[config.mk]
export PLATFORM = sky130hd
export DESIGN_NAME = button_encoder_debounced
export DESIGN_NICKNAME = d
export VERILOG_FILES = /design/src/rtl/button_pkg.sv /design/src/rtl/button_debounce.sv /design/src/rtl/button_encoder_debounced.sv
export SDC_FILE = /design/constraint.sdc
export NUM_CORES = 1
export LEC_CHECK = 0
export BUFFER_PORTS_ARGS = -buffer_cell sky130_fd_sc_hd__buf_2
export CAP_MARGIN = 40
export CORE_UTILIZATION = 50
export DETAILED_ROUTE_END_ITERATION = 10
export PLACE_DENSITY = 0.7
export SLEW_MARGIN = 15
export SYNTH_ARGS = -nofsm -noshare
export SYNTH_HDL_FRONTEND = slang
export SYNTH_SLANG_ARGS = --single-unit
[constraint.sdc]
create_clock -name clock -period 4.4 [get_ports clock]
set_input_delay 0.88 -clock clock [delete_from_list [all_inputs] [get_ports clock]]
set_output_delay 0.88 -clock clock [all_outputs]
set_load 0.02 [all_outputs]
[src/rtl/button_pkg.sv]
// button_pkg: shared FSM state type and width helper for the debounced button encoder.
package button_pkg;

    typedef enum logic {ST_IDLE, ST_HELD} state_t;

    function automatic int clog2(input int v);
        int r = 0;
        for (int i = 0; i < 31; i++)
            if ((1 << i) < v) r = i + 1;
        return r;
    endfunction

endpackage

[src/rtl/button_debounce.sv]
// button_debounce: 2-flop synchroniser plus persistence counter for one raw button.
module button_debounce #(
    parameter int DEBOUNCE_CYCLES = 3
) (
    input  logic clock,
    input  logic reset,
    input  logic raw,
    output logic stable
);
    localparam int CW = $clog2(DEBOUNCE_CYCLES + 1);

    logic          sync1, sync2;
    logic [CW-1:0] cnt;

    always_ff @(posedge clock or negedge reset) begin
        if (!reset) begin
            sync1  <= 1'b0;
            sync2  <= 1'b0;
            stable <= 1'b0;
            cnt    <= '0;
        end else begin
            sync1 <= raw;
            sync2 <= sync1;
            if (sync2 == stable) begin
                cnt <= '0;
            end else if (cnt == CW'(DEBOUNCE_CYCLES - 1)) begin
                stable <= sync2;
                cnt    <= '0;
            end else begin
                cnt <= cnt + 1'b1;
            end
        end
    end
endmodule

[src/rtl/button_encoder_debounced.sv]
// button_encoder_debounced: debounced N-button priority encoder with press strobe and held/multi status.
// Optional auto-repeat of key_valid while held is enabled by defining BUTTON_AUTO_REPEAT_EN.
module button_encoder_debounced
    import button_pkg::*;
#(
    parameter  int N_BUTTONS       = 4,
    parameter  int DEBOUNCE_CYCLES = 3,
`ifdef BUTTON_AUTO_REPEAT_EN
    parameter  int REPEAT_CYCLES   = 8,
`endif
    localparam int CODE_W          = clog2(N_BUTTONS)
) (
    input  logic                 clock,
    input  logic                 reset,
    input  logic [N_BUTTONS-1:0] button_in,
    output logic [CODE_W-1:0]    key_code,
    output logic                 key_valid,
    output logic                 key_held,
    output logic                 multi_press
);
    logic [N_BUTTONS-1:0] deb;
    logic [CODE_W-1:0]    winner;
    logic                 accept, repeat_hit;
    state_t               state, state_d;

    for (genvar i = 0; i < N_BUTTONS; i++) begin : g_deb
        button_debounce #(.DEBOUNCE_CYCLES(DEBOUNCE_CYCLES)) u_deb (
            .clock (clock),
            .reset (reset),
            .raw   (button_in[i]),
            .stable(deb[i])
        );
    end

    // Scan downwards so the lowest set index is the last (winning) assignment.
    always_comb begin
        winner = '0;
        for (int i = N_BUTTONS - 1; i >= 0; i--)
            if (deb[i]) winner = CODE_W'(i);
    end

    always_comb begin
        accept   = (state == ST_IDLE) && (deb != '0);
        state_d  = accept ? ST_HELD : ((state == ST_HELD) && (deb == '0)) ? ST_IDLE : state;
        key_held = (state == ST_HELD);
    end

    always_ff @(posedge clock or negedge reset) begin
        if (!reset) state <= ST_IDLE;
        else        state <= state_d;
    end

`ifdef BUTTON_AUTO_REPEAT_EN
    localparam int RW = $clog2(REPEAT_CYCLES);
    logic [RW-1:0] rpt;

    assign repeat_hit = (state == ST_HELD) && (state_d == ST_HELD) && (rpt == RW'(REPEAT_CYCLES - 1));

    always_ff @(posedge clock or negedge reset) begin
        if (!reset) rpt <= '0;
        else        rpt <= (state_d != ST_HELD || accept || repeat_hit) ? '0 : rpt + 1'b1;
    end
`else
    assign repeat_hit = 1'b0;
`endif

    always_ff @(posedge clock or negedge reset) begin
        if (!reset) begin
            key_code    <= '0;
            key_valid   <= 1'b0;
            multi_press <= 1'b0;
        end else begin
            key_code    <= accept ? winner : key_code;
            key_valid   <= accept | repeat_hit;
            multi_press <= $countones(deb) > 1;
        end
    end
endmodule
* Word level (Yosys, flattened, before mapping)
Index checks and enable logic that the tools add are counted.
** Storage, ports and cells
- Flip-flop bits (word level) :: 25
- Input port bits :: 6
- Output and inout port bits :: 5
- Logic and storage cells :: 64
** Cells by class
- $add $sub $neg :: 7
- Magnitude comparators :: 1
- Eq/ne operators :: 8
- Multiplexer cells :: 14
- Bitwise gates (word level) :: 5
- Reductions and logical operators :: 9
** Operators by type and width (count)
- 2-bit 2-to-1 mux :: 12
- 2-bit by 1-bit adder with 2-bit output, second input constant :: 4
- 2-bit equality test, second input constant :: 4
- 2-bit AND reduction :: 4
- 1-bit NOT :: 5
- 1-bit by 1-bit adder with 2-bit output :: 2
- 1-bit equality test :: 4
- 4-bit zero test :: 1
- 4-bit nonzero test :: 1
- 2-bit by 2-bit adder with 3-bit output :: 1
- 3-bit by 1-bit greater-than comparator with 1-bit output, second input constant :: 1
- 1-bit logical AND :: 2
- 1-bit 2-to-1 mux :: 2
- 2-bit nonzero test :: 1

* Longest topological paths before layout
Gate-level depths: netlist of run 1.
- Depth after elaboration :: 4
- Depth in mapped cells :: 6
- Depth with buffers taken out :: 6

* Cells and area by module
A second synthesis of run 1 with hierarchy kept.
** Unflattened totals
- Cell total of the unflattened synthesis :: 62
- Area total of the unflattened synthesis :: 952.2 sq um
** By module, submodules not included
- button_debounce :: instances 4, cells each 10, area an instance 175.2 sq um, seq. area each 125.1 sq um
- button_encoder_debounced :: instances 1, cells each 22, area an instance 251.5 sq um, seq. area each 125.1 sq um

* Worst setup path before layout of run 1
No wires, ideal clock.
- Path type :: flip-flop to flip-flop
- Start point :: reg g_deb[0].u_deb.stable
- End point :: reg state, in the netlist key_held
- Library setup time :: 0.125 ns
- Arrival :: 1.278 ns
- Required time :: 4.275 ns
- Setup slack :: 2.998 ns
- Cell stages (with the launch flop) :: 6
- Buffers on the path :: 0
- Clock period less this slack :: 1.402 ns
- Cell sequence :: dfrtp_1 inv_1 ha_1 nand2_1 ha_1 mux2_2
** Between the ends
- Word-level cells in the longest chain between the ends :: 3
- Elaborated cells on any way between the ends :: 6
- Those cells by class :: mux: 1; reduce/logical: 5
** RTL lines
- start: declaration :: line button_debounce.sv:8 : output logic stable
- start signal: assignment :: line button_debounce.sv:27 : stable <= sync2;
- 4-bit nonzero test or 4-bit zero test (tied branches) :: line button_encoder_debounced.sv:43, button_encoder_debounced.sv:44
- 1-bit logical AND, on equally long branches :: line button_encoder_debounced.sv:43, button_encoder_debounced.sv:44
- 1-bit 2-to-1 mux or 2-bit nonzero test (tied branches)
- end signal: assignment :: line button_encoder_debounced.sv:50 : else state <= state_d;
- end: declaration :: line button_encoder_debounced.sv:24 : state_t state, state_d;
Several ways; a longest one is shown, not always the timed one.
A chain may end at the register's enable or synchronous reset.

* Worst setup path in the final report of run 1
- Start point :: reg state, in the netlist key_held
- End point :: out key_held
** RTL lines
- end: declaration :: line button_encoder_debounced.sv:18 : output logic key_held,
No word-level cell between the ends.

==> results of run 1 <==
cells in the final DEF (no fill, tap or decap):
master | synthesis | routed
a21oi_1 | 4 | 4
a31o_1 | 2 | 2
a31o_2 | 3 | 3
buf_2 | 0 | 10
clkbuf_1 | 0 | 1
clkbuf_4 | 0 | 3
dfrtp_1 | 25 | 25
fa_1 | 1 | 1
ha_1 | 2 | 2
inv_1 | 9 | 9
mux2_2 | 2 | 2
nand2_1 | 1 | 1
nor2_2 | 1 | 1
nor2b_1 | 1 | 1
nor3_1 | 9 | 9
o21ai_1 | 2 | 2
xnor2_1 | 4 | 4
through the flow:
| step | setup WS [ps] | instances | hold WS [ps] | area, µm² |
|---|---|---|---|---|
| final | 2650 | 104 | 363 | 1000 |
| after global routing | 2610 | 104 | 385 | 1000 |
| after CTS | 2630 | 104 | 363 | 1000 |
| after detailed placement | 2930 | 100 | 335 | 977 |
| after global placement | 2960 | 100 | 333 | 977 |
| after floorplan | 3000 | 66 | 331 | 897 |
worst max-delay path by stage:
stage | slack (ps) | end
final | 2650 | key_held
after global routing | 2610 | key_held
after CTS | 2630 | key_held
after detailed placement | 2930 | key_held
after global placement | 2960 | key_held
after floorplan | 3000 | key_held
power groups by stage:
stage | logic, W | registers [W] | clock network (W)
finish | 0.000239 | 0.000351 | 0.0000948
global route | 0.000278 | 0.000361 | 0.000108
CTS | 0.000243 | 0.000352 | 0.0000990
detailed placement | 0.000242 | 0.000357 | 0
global placement | 0.000237 | 0.000352 | 0
floorplan | 0.000160 | 0.000375 | 0
registers in the layout, indices dropped and copies added (netlist names):
register,count
g_deb.u_deb.sync2,4
multi_press,1
g_deb.u_deb.cnt,8
key_valid,1
key_held,1
g_deb.u_deb.stable,4
key_code,2
g_deb.u_deb.sync1,4
metal layers:
layer / share of wire / up-vias
li1: - / 248
met1: 0.54 / 222
met4: 0.014 / 0
met5: 0 / -
met3: 0.031 / 2
met2: 0.42 / 11
area by class of cell:
| type | instances | area, µm² | share of cell area |
|---|---|---|---|
| flip-flops and latches | 25 | 626 | 0.623 |
| multi-input cells | 32 | 238 | 0.237 |
| repair buffers | 10 | 50.0 | 0.0499 |
| inverters | 9 | 33.8 | 0.0337 |
| well taps | 24 | 30.0 | 0.0299 |
| clock buffers | 4 | 26.3 | 0.0262 |
worst reg2reg max path: stages (launching register included):
cell and delay (ps):
dfrtp_1 420, inv_1 150, ha_1 170, nand2_1 50
ha_1 270, mux2_2 320
cell families after synthesis:
| logic type | synth area share |
|---|---|
| adder cells (fa/ha/maj) | 0.0502 |
| multiplexers | 0.0251 |
| buffers and inverters | 0.0377 |
| flip-flops | 0.697 |
| AO/OA/AOI/OAI | 0.0823 |
| AND/OR/NAND/NOR | 0.0683 |
| XOR/XNOR | 0.0390 |
==> results.json, run 1 <==
{
  "r2r_slack_ps": 2920,
  "drive_gt1_frac": 0.238,
  "antenna_found_initial": 0,
  "grt-ovfl-total": 0,
  "power.leakage_nw": 0.478,
  "postCtsHoldBufs": 0,
  "cp-end-kind": "output port",
  "clock_skew_ps": 0.634,
  "finalCriticalPeriod_ps": 1750,
  "slew_headroom": 0.655,
  "diodes": 0,
  "synth-edff-count": 0,
  "cp.depth": 1,
  "async_flop_share": 1.00,
  "status": "complete, no violations",
  "p_comb_frac": 0.349,
  "cts_resized": 0,
  "hold_violations": 0,
  "use_met3": 0.0245,
  "timing.fmax_mhz": 572,
  "power_w": 0.000684,
  "hold_class": "reg -> reg",
  "cp_max_fo": 3,
  "ant_nets": 0,
  "top_usage_layer": "met2",
  "yosysTopAreaCell": "dfrtp_1",
  "r2r-end": "key_held",
  "clockBufferDepth": 2,
  "n_fill_cell": 127,
  "synthTopCellsByArea": "dfrtp_1 70%, nor3_1 5.0%, xnor2_1 3.9%",
  "num_rows": 14,
  "synthTopCellsByCount": "25 x dfrtp_1, 9 x inv_1, 9 x nor3_1, 4 x a21oi_1, 4 x xnor2_1",
  "core-area_um2": 1590,
  "die-area_um2": 1970,
  "yosysSeqAreaShare": 0.697,
  "tightest_slew_ps": 518,
  "grtUsageMet1": 0.209,
  "setup_violations": 0,
  "worstSetupPathType": "reg -> out",
  "cp-start-kind": "flip-flop",
  "slowest_delay_ps": 410,
  "crit_chain": "buf_2",
  "grt_pass1_vias": 489,
  "clock_latency_ps": 300,
  "io_pins": 11,
  "synth_top_area_frac": 0.697,
  "rr_startpoint": "g_deb[0].u_deb.stable",
  "clk_pin_slew_worst_paths_ps": 120,
  "area_growth_pct": 11.9,
  "avgSynthCellArea_um2": 13.6,
  "grt_max_degree": 26,
  "cts_tree": "built",
  "crit_buf_inv": 1,
  "grt_pass1_wl_um": 2060,
  "rsz0062_at_grt": "false",
  "hold_start": "g_deb[1].u_deb.sync1",
  "crit_arrival_ps": 870,
  "fin_tns_setup_ps": 0,
  "ys.flop_type": "dfrtp_1",
  "cts_root_buf": "clkbuf_4",
  "cp-startpoint": "key_held",
  "first_pass_iters": 4,
  "drc": 0,
  "hold_path_depth": 0,
  "grt_util_met2": 0.221,
  "layout.core_utilization": 0.630,
  "synth_nets": 75,
  "wl_per_cell_um": 10.7,
  "p_switching_w": 0.000236,
  "intPower_w": 0.000448,
  "min_delay_worst_endpoint": "g_deb[1].u_deb.sync2",
  "synth_warnings": 0,
  "cpLargestDelayFamily": "flip-flops",
  "grtUsageTotal": 0.155,
  "gp_congestion": 0.674,
  "drv_cap": 0,
  "pwr-share-seq": 0.512,
  "crit_slowest_cell": "dfrtp_1",
  "dp_hpwl_um": 816,
  "via_count": 483,
  "cts-htree-levels": 1,
  "rr_worst_depth": 5,
  "cts_sinks": 25,
  "post_cts_buffers": 0,
  "drtIter0Drc": 5,
  "ir_drop_uv": 364,
  "die_x_um": 44.4,
  "vias_per_cell": 4.64,
  "wl_um": 1110,
  "initial_core_util": 0.563,
  "drv_slew": 0,
  "fin_crit_sh": 0.398,
  "switching_share": 0.346,
  "yosysMostFrequentCell": "dfrtp_1",
  "cts_buffers": 3,
  "synth_cell_type_count": 14,
  "nNetsFinal": 90,
  "p_clk_frac": 0.139,
  "die_h_um": 44.4,
  "required_ps": 3520,
  "ys_ff_latch": 25,
  "synth_cells": 66,
  "syn_area_um2": 897,
  "port_buffers": 10,
  "p_per_area_nw_per_um2": 682
}
No activity file was read; power rests on OpenSTA's default activity.
==> run 2, diff against run 1 <==
CORE_ASPECT_RATIO = 0.7   (was unset)
CORE_UTILIZATION = 48   (was 50)
PLACE_DENSITY = 0.71   (was 0.7)
clock period = 1.45 ns   (was 4.4 ns; I/O delays follow)
==> run 2 against run 1 <==
Against the previous run: global-route usage increased by 0.068 points; setup slack got worse by 2600 ps; sequential power increased to 3.0 times the previous value; critical path depth increased by 4; non-clock buffer count increased by 5; clock power increased to 3.2 times the previous value; count of clock-buffer cells in the layout decreased by 1; register-to-register slack got worse by 2900 ps; cell count increased by 1.9%; largest power group unchanged; highest routed layer unchanged.
==> results.json, run 2 (synthesis results as in run 1) <==
{
  "grt_pass1_vias": 491,
  "die-area_um2": 2050,
  "cts_tree": "built",
  "cts-htree-levels": 1,
  "grt_pass1_wl_um": 2070,
  "nNetsFinal": 95,
  "largest_register": "g_deb.u_deb.cnt",
  "ir_drop_uv": 1230,
  "cts_root_buf": "clkbuf_4",
  "p_comb_frac": 0.383,
  "slowest_delay_ps": 430,
  "slew_headroom": 0.631,
  "layout_commonest_cell": "dfrtp_1",
  "cp-end-kind": "flip-flop",
  "timing.fmax_mhz": 724,
  "cts_buffers": 3,
  "met1Wirelength_um": 600,
  "route.met3.wl_um": 58,
  "fin_tns_setup_ps": 0,
  "cpLargestDelayFamily": "flip-flops",
  "dp_cells": 101,
  "diodes": 0,
  "area_growth_pct": 16.0,
  "fin_crit_sh": 0.952,
  "finalCriticalPeriod_ps": 1380,
  "required_ps": 1660,
  "first_pass_iters": 3,
  "hold_ws_ps": 74.9,
  "crit_buf_inv": 1,
  "switching_share": 0.350,
  "power.leakage_nw": 0.504,
  "num_rows": 12,
  "grtUsageTotal": 0.156,
  "crit_chain": "inv_2 > ha_1 > nand2_1 > ha_1 > mux2_2",
  "post_cts_buffers": 0,
  "grt-ovfl-total": 0,
  "cp-start-kind": "flip-flop",
  "drive_gt1_frac": 0.294,
  "die_x_um": 53.7,
  "seqCellArea_um2": 626,
  "crit_path_frequent_cell": "ha_1",
  "grt_max_degree": 26,
  "drv_slew": 0,
  "crit_arrival_ps": 1590,
  "intPower_w": 0.00142,
  "cts_sinks": 25,
  "hold_class": "in -> reg",
  "initial_core_util": 0.538,
  "io_pins": 11,
  "gp_congestion": 0.692,
  "wl_um": 1240,
  "cp_max_fo": 3,
  "die_h_um": 38.2,
  "top_layer": "met4",
  "ant_nets": 0,
  "crit_slowest_cell": "dfrtp_1",
  "clock_latency_ps": 310,
  "fin_cells": 106,
  "setup_violations": 0,
  "p_per_area_nw_per_um2": 2100,
  "pwr-share-seq": 0.480,
  "dp_hpwl_um": 874,
  "power_w": 0.00219,
  "drv_cap": 0,
  "worstSetupPathType": "reg -> reg",
  "drtIter0Drc": 6,
  "antenna_found_initial": 0,
  "status": "complete, no violations",
  "core-area_um2": 1670,
  "clockBufferDepth": 2,
  "p_switching_w": 0.000766,
  "final_cell_mix": "25 x dfrtp_1, 10 x buf_2, 9 x nor3_1, 8 x inv_1",
  "clk_pin_slew_worst_paths_ps": 130,
  "rsz0062_at_grt": "false",
  "multi_input_area_um2": 238,
  "tightest_slew_ps": 553,
  "clock_skew_ps": 4.68,
  "hold_violations": 0,
  "wl_per_cell_um": 11.7,
  "vias_per_cell": 5.04,
  "met2_wirelength_um": 569,
  "largest_reg_flops": 8,
  "drc": 0,
  "n_fill_cell": 127,
  "via_count": 534,
  "port_buffers": 10,
  "p_clk_frac": 0.137
}
run 2: worst paths after layout:
path | slack, ps | cells after the start | from | to
max in group asynchronous | 600 | 2 | reset | g_deb[3].u_deb.cnt[1]
worst max register to register | 70 | 5 | g_deb[0].u_deb.stable | key_held
worst max-delay path | 70 | 5 | g_deb[0].u_deb.stable | key_held
min in group asynchronous | 480 | 2 | reset | g_deb[0].u_deb.cnt[0]
worst min-delay path | 70 | 1 | button_in[1] | g_deb[1].u_deb.sync1
worst min register to register | 360 | 0 | g_deb[1].u_deb.sync1 | g_deb[1].u_deb.sync2
run 2: through the flow:
stage               instance area [µm²]   util  worst slack (ps)
floorplan                           897      -              47.6
global placement                   1000  0.602               104
detailed placement                 1000  0.602              60.6
CTS                                1040  0.625              46.6
global route                       1040  0.625              6.90
finish                             1040  0.625              69.3
run 2: power by group through the flow:
stage / sequential (W) / combinational (W) / clock (W)
after global routing: 0.00108 / 0.000950 / 0.000334
final: 0.00105 / 0.000838 / 0.000299
after detailed placement: 0.00107 / 0.000831 / 0
after global placement: 0.00106 / 0.000811 / 0
after CTS: 0.00105 / 0.000852 / 0.000314
after floorplan: 0.00114 / 0.000487 / 0
run 2: cell type report:
type,instances,share of cell area
inverter,9,0.0325
sequential,25,0.601
clock buffer,3,0.0216
clock inverter,1,0.00481
timing repair buffer,15,0.0865
multi-input combinational,32,0.228
tap,21,0.0252
run 2: timing repair:
item                                    4_1_cts  5_1_grt
resized for setup                             0        1
endpoints found under the setup margin        0        2
hold endpoints to repair                     25        0
hold buffers                                  1        0
run 2: layer usage:
| metal | up-vias | GRT usage |
|---|---|---|
| met5 | - | 0 |
| met4 | 0 | 0.0395 |
| met3 | 2 | 0.0714 |
| met2 | 12 | 0.259 |
| met1 | 259 | 0.182 |
| li1 | 261 | - |
==> run 3, diff against run 2 <==
CORE_ASPECT_RATIO = unset   (was 0.7)
CORE_MARGIN = 2   (was unset)
CORE_UTILIZATION = 50   (was 48)
PLACE_DENSITY = 0.7   (was 0.71)
clock period = 1.4 ns   (was 1.45 ns; I/O delays follow)
==> run 3 against run 2 <==
Against the previous run: count of clock-buffer cells in the layout rose by 1; combinational power up 4.8%; via count shrank 2.8%; clock power grew 2%; highest routed layer unchanged; cell count increased by 4.7%; fmax rose by 1.9%; cell area rose by 1.1%; power is 3.8% higher; hold slack lost 8.4 ps; critical path depth unchanged; sequential share of layout area decreased by 0.64 points; sequential cell count unchanged.
==> results.json, run 3 (synthesis results as in run 1) <==
{
  "finalCriticalPeriod_ps": 1350,
  "pwr-share-seq": 0.479,
  "clock_skew_ps": 3.12,
  "largest_reg_flops": 8,
  "drv_slew": 0,
  "clockBufferDepth": 2,
  "timing.fmax_mhz": 738,
  "clock_latency_ps": 300,
  "rr_startpoint": "g_deb[1].u_deb.stable",
  "cp-startpoint": "g_deb[1].u_deb.stable",
  "largest_register": "g_deb.u_deb.cnt",
  "hold_violations": 0,
  "setup_violations": 0,
  "die_h_um": 46.4,
  "drive_gt1_frac": 0.302,
  "core-area_um2": 1710,
  "die_x_um": 46.4,
  "p_comb_frac": 0.386,
  "io_pins": 11,
  "top_usage_layer": "met1",
  "initial_core_util": 0.525,
  "tightest_slew_ps": 526,
  "cp-start-kind": "flip-flop",
  "vias_per_cell": 4.68,
  "grt_pass1_vias": 444,
  "via_count": 519,
  "drv_cap": 0,
  "power_w": 0.00227,
  "nNetsFinal": 96,
  "area_growth_pct": 17.3,
  "hold_start": "button_in[0]",
  "gp_congestion": 0.778,
  "num_rows": 15,
  "rsz0062_at_grt": "false",
  "port_buffers": 10,
  "grtUsageTotal": 0.132,
  "hold_class": "in -> reg",
  "ir_drop_uv": 956,
  "cts-htree-levels": 1,
  "post_cts_buffers": 0,
  "wl_per_cell_um": 10.7,
  "intPower_w": 0.00149,
  "setup_ws_ps": 45.7,
  "drc": 0,
  "dp_hpwl_um": 858,
  "p_switching_w": 0.000782,
  "ant_nets": 0,
  "crit_arrival_ps": 1560,
  "cts_buffers": 3,
  "die-area_um2": 2150,
  "first_pass_iters": 2,
  "cp-end-kind": "flip-flop",
  "use_met3": 0.0353,
  "clk_pin_slew_worst_paths_ps": 130,
  "antenna_found_initial": 0,
  "slew_headroom": 0.649,
  "cts_sinks": 25,
  "dp_cells": 106,
  "power.leakage_nw": 0.505,
  "final_cell_mix": "25 x dfrtp_1, 10 x buf_2, 9 x nor3_1, 7 x inv_1, 5 x buf_4",
  "fin_tns_setup_ps": 0,
  "n_fill_cell": 146,
  "p_clk_frac": 0.135,
  "cts_tree": "built",
  "required_ps": 1600,
  "drtIter0Drc": 6,
  "place_ws_ps": 44.2,
  "fin_cells": 111,
  "layout_commonest_cell": "dfrtp_1",
  "status": "complete, no violations",
  "grt-ovfl-total": 0,
  "grt_max_degree": 26,
  "grt_util_met2": 0.178,
  "wl_um": 1190,
  "grt_pass1_wl_um": 1840,
  "p_per_area_nw_per_um2": 2160,
  "cts_root_buf": "clkbuf_4",
  "switching_share": 0.344,
  "diodes": 0,
  "fin_crit_sh": 0.967,
  "cp_max_fo": 2,
  "worstSetupPathType": "reg -> reg",
  "grtUsageMet1": 0.178
}
==> run 3: worst max-delay path: stages, from the launching register on <==
cell and delay, ps:
dfrtp_1 410, inv_2 60, ha_1 130, nand2_1 50, ha_1 280, mux2_2 330
==> run 3: worst paths after layout <==
check,endpoint,slack [ps],cells after the start
max,key_held,50,5
min,g_deb[0].u_deb.sync1,70,1
max reg2reg,key_held,50,5
min reg2reg,g_deb[2].u_deb.sync2,370,0
max in group asynchronous,g_deb[1].u_deb.sync1,580,2
min in group asynchronous,g_deb[2].u_deb.sync1,470,2
==> run 3: repair_timing <==
action                                  in CTS  in global routing
endpoints found under the hold margin       25                  0
resized for setup                            0                  1
endpoints found under the setup margin       0                  1
hold buffers                                 1                  0
==> run 3: cell type report <==
type                       instances  area [µm²]  area share
timing repair buffer              16        97.6      0.0927
inverter                           9        33.8      0.0321
multi-input combinational         32         238       0.226
tap                               25        31.3      0.0297
clock buffer                       4        26.3      0.0250
sequential                        25         626       0.595
==> run 3: stage by stage <==
stage | hold WS, ps | cell area [µm²] | util
after floorplan | -15.6 | 897 | -
after global placement | 284 | 1020 | 0.595
after detailed placement | 287 | 1020 | 0.595
after CTS | 55.2 | 1050 | 0.616
after global routing | 36.2 | 1050 | 0.616
final | 66.5 | 1050 | 0.616
==> run 3: power groups by stage <==
stage	logic (W)	clock network (W)	registers, W
floorplan	0.000505	0	0.00118
global placement	0.000853	0	0.00109
finish	0.000878	0.000306	0.00109
CTS	0.000894	0.000321	0.00108
detailed placement	0.000889	0	0.00110
global route	0.000973	0.000355	0.00111
==> run 3: metal layers <==
layer / routed length, µm / vias up
met2: 519 / 12
met4: 11 / 0
met3: 51 / 2
li1: - / 266
met1: 605 / 239
met5: 0 / -
